**src/rtl/alu_ctrl_pkg.sv**
```systemverilog
// Shared ALU control encodings and execute-stage FSM states.
// Used by the ALU-control decoder and by alu_exec_stage.
package alu_ctrl_pkg;

  localparam int unsigned ALU_CTRL_W = 4;

  localparam logic [ALU_CTRL_W-1:0] ALU_AND = 4'b0000;
  localparam logic [ALU_CTRL_W-1:0] ALU_OR  = 4'b0001;
  localparam logic [ALU_CTRL_W-1:0] ALU_ADD = 4'b0010;
  localparam logic [ALU_CTRL_W-1:0] ALU_SUB = 4'b0110;
  localparam logic [ALU_CTRL_W-1:0] ALU_SLL = 4'b0011;
  localparam logic [ALU_CTRL_W-1:0] ALU_SRL = 4'b0100;

  typedef enum logic [1:0] {
    IDLE  = 2'd0,
    SHIFT = 2'd1,
    HOLD  = 2'd2
  } alu_state_e;

endpackage

```
**src/rtl/alu_shift_seq.sv**
```systemverilog
// Iterative 1-bit-per-cycle logical shifter for the execute stage.
// Only present in builds with ALU_SHIFT_EN defined.
// done and value are decoded from internal registers only: done is high in the
// cycle the count goes 1->0, value is the work register after this cycle's shift.
`ifdef ALU_SHIFT_EN
module alu_shift_seq
  import alu_ctrl_pkg::*;
#(
  parameter int unsigned XLEN    = 32,
  parameter int unsigned SHAMT_W = $clog2(XLEN)
) (
  input  logic               clk,
  input  logic               rst,
  input  logic               start,
  input  logic               dir,
  input  logic [XLEN-1:0]    value_in,
  input  logic [SHAMT_W-1:0] shamt,
  output logic               done,
  output logic [XLEN-1:0]    value
);

  logic [XLEN-1:0]    work;
  logic [SHAMT_W-1:0] cnt;
  logic               dir_q;

  // One-bit shift of the work register; dir=1 shifts right (SRL)
  assign value = dir_q ? (work >> 1) : (work << 1);
  assign done  = (cnt == SHAMT_W'(1));

  // Load on start, then shift once per cycle until the count drains
  always_ff @(posedge clk) begin
    if (rst) begin
      work  <= '0;
      cnt   <= '0;
      dir_q <= 1'b0;
    end else if (start) begin
      work  <= value_in;
      cnt   <= shamt;
      dir_q <= dir;
    end else if (cnt != '0) begin
      work  <= value;
      cnt   <= cnt - SHAMT_W'(1);
    end
  end

endmodule
`endif

```
**src/rtl/alu_exec_stage.sv**
```systemverilog
// ALU execute stage: valid/ready in, registered result + zero flag out.
// AND/OR/ADD/SUB complete in one cycle; unknown codes give result 0.
// Build option ALU_SHIFT_EN adds SLL/SRL through the iterative shifter
// (latency shamt+1); without it those codes behave as unknown codes.
module alu_exec_stage
  import alu_ctrl_pkg::*;
#(
  parameter int unsigned XLEN = 32
`ifdef ALU_SHIFT_EN
  , parameter int unsigned SHAMT_W = $clog2(XLEN)
`endif
) (
  input  logic                  clk,
  input  logic                  rst,
  input  logic                  in_valid,
  output logic                  in_ready,
  input  logic [ALU_CTRL_W-1:0] alu_ctrl,
  input  logic [XLEN-1:0]       op_a,
  input  logic [XLEN-1:0]       op_b,
  output logic                  out_valid,
  input  logic                  out_ready,
  output logic [XLEN-1:0]       result,
  output logic                  zero
);

  alu_state_e      state, state_n;
  logic [XLEN-1:0] alu_res;
  logic [XLEN-1:0] result_n;
  logic            zero_n;
  logic            out_valid_n;
  logic            accept;
  logic            load_shift;

  // A held result frees the stage in the same cycle it is taken downstream
  assign in_ready = (state == IDLE) | ((state == HOLD) & out_ready);
  assign accept   = in_valid & in_ready;

  // Single-cycle operations
  always_comb begin
    alu_res = '0;
    case (alu_ctrl)
      ALU_ADD: alu_res = op_a + op_b;
      ALU_SUB: alu_res = op_a - op_b;
      ALU_AND: alu_res = op_a & op_b;
      ALU_OR:  alu_res = op_a | op_b;
`ifdef ALU_SHIFT_EN
      ALU_SLL, ALU_SRL: alu_res = op_a;  // shamt==0 only; nonzero goes to SHIFT
`endif
      default: alu_res = '0;
    endcase
  end

`ifdef ALU_SHIFT_EN
  logic [SHAMT_W-1:0] shamt;
  logic               is_shift;
  logic               shift_done;
  logic [XLEN-1:0]    shift_value;

  assign shamt      = op_b[SHAMT_W-1:0];
  assign is_shift   = (alu_ctrl == ALU_SLL) | (alu_ctrl == ALU_SRL);
  assign load_shift = accept & is_shift & (shamt != '0);

  alu_shift_seq #(
    .XLEN    (XLEN),
    .SHAMT_W (SHAMT_W)
  ) u_shift (
    .clk      (clk),
    .rst      (rst),
    .start    (load_shift),
    .dir      (alu_ctrl == ALU_SRL),
    .value_in (op_a),
    .shamt    (shamt),
    .done     (shift_done),
    .value    (shift_value)
  );
`else
  assign load_shift = 1'b0;
`endif

  // Next state and next output-register values
  always_comb begin
    state_n  = state;
    result_n = result;
    case (state)
      IDLE, HOLD: begin
        if ((state == HOLD) && out_ready) begin
          state_n = IDLE;
        end
        if (accept) begin
          if (load_shift) begin
            state_n = SHIFT;
          end else begin
            state_n  = HOLD;
            result_n = alu_res;
          end
        end
      end
`ifdef ALU_SHIFT_EN
      SHIFT: begin
        if (shift_done) begin
          state_n  = HOLD;
          result_n = shift_value;
        end
      end
`endif
      default: state_n = IDLE;
    endcase
    zero_n      = ~|result_n;
    out_valid_n = (state_n == HOLD);
  end

  // State and output registers
  always_ff @(posedge clk) begin
    if (rst) begin
      state     <= IDLE;
      result    <= '0;
      zero      <= 1'b0;
      out_valid <= 1'b0;
    end else begin
      state     <= state_n;
      result    <= result_n;
      zero      <= zero_n;
      out_valid <= out_valid_n;
    end
  end

endmodule

```
**config.mk**
```make
export PLATFORM = sky130hd
export DESIGN_NAME = alu_exec_stage
export DESIGN_NICKNAME = d
export VERILOG_FILES = /design/src/rtl/alu_ctrl_pkg.sv /design/src/rtl/alu_shift_seq.sv /design/src/rtl/alu_exec_stage.sv
export SDC_FILE = /design/constraint.sdc
export NUM_CORES = 1
export LEC_CHECK = 0
export ABC_AREA = 1
export CELL_PAD_IN_SITES_DETAIL_PLACEMENT = 1
export CELL_PAD_IN_SITES_GLOBAL_PLACEMENT = 2
export CORE_MARGIN = 5
export CORE_UTILIZATION = 24
export DETAILED_ROUTE_END_ITERATION = 8
export GPL_ROUTABILITY_DRIVEN = 0
export PLACE_DENSITY_LB_ADDON = 0.1
export SLEW_MARGIN = 15
export SYNTH_ARGS = -nofsm -noshare
export SYNTH_HDL_FRONTEND = slang
export SYNTH_SLANG_ARGS = --single-unit
```
**constraint.sdc**
```tcl
create_clock -name clk -period 3.7 [get_ports clk]
set_input_delay 0.925 -clock clk [delete_from_list [all_inputs] [get_ports clk]]
set_output_delay 0.925 -clock clk [all_outputs]
set_load 0.02 [all_outputs]
```
==> flow_summary.ini <==
[clocking]
cts_max_level = 2
path_clk_slew_ns = 0.05
numCtsBuffers = 5
cts_tree = done
cts-root-buf = clkbuf_16
cts_max_path_buffers = 2
clock_latency_ns = 0.28
ctsHoldBuffers = 0
cts_sinks = 36

[finish]
design_area_um2 = 9841
layout_commonest_cell = buf_4
syn2layout_area_growth_pct = 87.26
fin_util = 0.4537
nFillCells = 2816
nNetsFinal = 1394
regArea_um2 = 720.7
drive_above_1_share = 0.4161
final_cell_mix = buf_4 (232), nand2_1 (208), nor2_1 (112), inv_1 (95), clkdlybuf4s50_1 (86)
multi_input_area_um2 = 5114

[critical_path]
timing_worst_setup_path_type = input port to flop
cp_max_fo = 4
cp.required_ns = 3.92
critical_path_arrival_ns = 4.34
critPathCaptureType = flop
start_kind = input port

[synth]
synth-adder-area-share = 0.08476
synth_top_family_by_area = simple AND/OR/NAND/NOR gates
ys_ff_latch = 36
synth_top_area_cell = nand2_1
synth_compound_area_frac = 0.1400
async_flop_share = 0
muxShareOfSynthArea = 0.01714
yosys.area_share.simple = 0.4660
synth_nets = 1049
yosysTopAreaCellShare = 0.1957
ys.flop_type = dfxtp_1
netlist_area_um2 = 5255
yosysWarnings = 0
avgSynthCellArea_um2 = 5.579
seq_area_frac_synth = 0.1371
synth_xor_area_frac = 0.05000
syn_inst = 942
synth_edf_count = 0
synth_area_leaders = nand2_1 (20%), dfxtp_1 (14%), nor2_1 (11%)
synthDistinctLibCells = 42

[placed_design]
portBuffers = 106
dpl.hpwl_mm = 22.35
pre_cts_slack_ns = -1.281
dpl-instance-area_um2 = 8174

[global_routing]
grt_first_pass_wirelength_mm = 40.81
grt_overflow = 0
grt_usage = 0.2101
grt_max_degree = 35
antenna_found_initial = 2
grt_pass1_vias = 7702

[die]
core_area_um2 = 21690
die_area_um2 = 24950
initial_core_util = 0.2423
die_h_um = 158.0
fp-row-count = 54
fp.dieW_um = 158.0
top_level_ports = 107

[run_status]
failed_checks = negative setup slack
status = complete, but fails checks

[sta]
fmax_mhz = 242.9
period_share = 1.113
relSlewSlack = 0.6240
post-route-min-period_ns = 4.118
postLayoutSetupSlackWorst_ns = -0.4177
finalSetupViolCount = 19
rsz0062_at_grt = true
finalMaxSlewViolations = 0
finClkSkew_ns = 0.003261
hold_violations = 0
worstMarginPinSlew_ns = 0.5640

[drt]
drc = 0
routed_wl_mm = 27.34
ant_nets = 0
drt_iter0_drc = 248
drt-pass1-iter-count = 4
vias = 7463
post_drt_via_cell_ratio = 4.757
avgRoutedWirePerCell_um = 17.43

[power_and_ir_drop]
leakagePower_nw = 4.757
power.density_nw_per_um2 = 223.6
ir_drop_mv = 0.1639

[flow_run]
max_cap_violations = 0

[worst_hold_path]
hold_path_class = flop to flop
-- critical path, cell delays in order --
cell	delay [ns]
buf_8	0.10
inv_6	0.05
ha_4	0.14
nand3_4	0.07
nor2_4	0.08
nand3b_1	0.17
nor4_4	0.22
nand3b_1	0.22
nand2_2	0.17
o21ai_4	0.08
a21oi_2	0.18
xor2_1	0.12
ha_2	0.40
nand2_2	0.09
buf_4	0.15
nor3_4	0.14
nand2_1	0.10
nand3b_1	0.20
nand2_1	0.08
nand2_1	0.06
nand3_2	0.12
o21ai_2	0.07
nand2_1	0.08
nand2_1	0.06
nor2_1	0.08
nand3_1	0.08
nor2_1	0.08
-- synth_stat cells (all sizes together), types with 3 or more instances --
cell type,number
dfxtp,36
nand3,70
inv,117
mux2i,9
o21bai,3
nand2,283
xor2,24
ha,34
nor2,155
a21oi,52
buf,14
o21ai,30
a31oi,27
clkbuf,8
nand3b,10
xnor2,6
nor4,6
a21boi,9
nand4,17
nor3,21
-- logic make-up after synthesis --
logic type,Yosys count
fa+ha+maj,35
buf+inv,139
compound gates,128
other cells,1
xor+xnor,30
simple gates,564
mux,9
flops,36
-- state kept, by name, indices dropped and copies added, names as in the netlist --
signal	count
out_valid	1
result	32
state	2
zero	1
-- timing repair --
item                       4_1_cts  5_1_grt
setup buffers                   28       16
pin swaps                       92       89
setup endpoints to repair       25       28
gates resized for setup        217      142
-- metrics by stage --
step / TNS, ns / std cells / total power, W / hold WS [ns]
after floorplan: -0.07204 / 942 / 0.0009359 / 0.4276
after global placement: -22.54 / 1519 / 0.001488 / 0.4469
after detailed placement: -23.92 / 1519 / 0.001494 / 0.4545
after CTS: -4.318 / 1554 / 0.002086 / 0.4624
after global routing: -8.077 / 1568 / 0.002355 / 0.4726
final: -3.943 / 1569 / 0.002201 / 0.4626
-- layout make-up --
class	instances	share of cell area
antenna	1	0.0002543
clock buffer	8	0.01488
inverter	117	0.04615
multi-input combinational	767	0.5196
sequential	36	0.07324
tap	280	0.03560
timing repair buffer	360	0.3102
-- worst paths after layout --
check,to,startpoint,depth (start not counted),slack (ns)
worst min-delay path,out_valid$_SDFF_PP0_,state[0]$_SDFF_PP0_,1,0.46
worst max-delay path,zero$_SDFF_PP0_,op_b[0],27,-0.42
worst min register to register,out_valid$_SDFF_PP0_,state[0]$_SDFF_PP0_,1,0.46
worst max register to register,zero$_SDFF_PP0_,state[1]$_SDFF_PP0_,18,1.56
-- routing by layer --
metal / global-route usage / share of wire / up-vias
met5: 0 / 0.00026 / -
met4: 0.05280 / 0.029 / 2
met3: 0.02843 / 0.035 / 37
met2: 0.3899 / 0.52 / 144
met1: 0.2548 / 0.42 / 3533
li1: - / - / 3747
-- power breakdown --
part / switching [W] / internal [W] / leakage (nW)
sequential: 0.00000650 / 0.000400 / 0.292
combinational: 0.000738 / 0.000632 / 4.39
clock: 0.000156 / 0.000269 / 0.0712
total: 0.000900 / 0.00130 / 4.76
(Power assumes the default switching activity.)
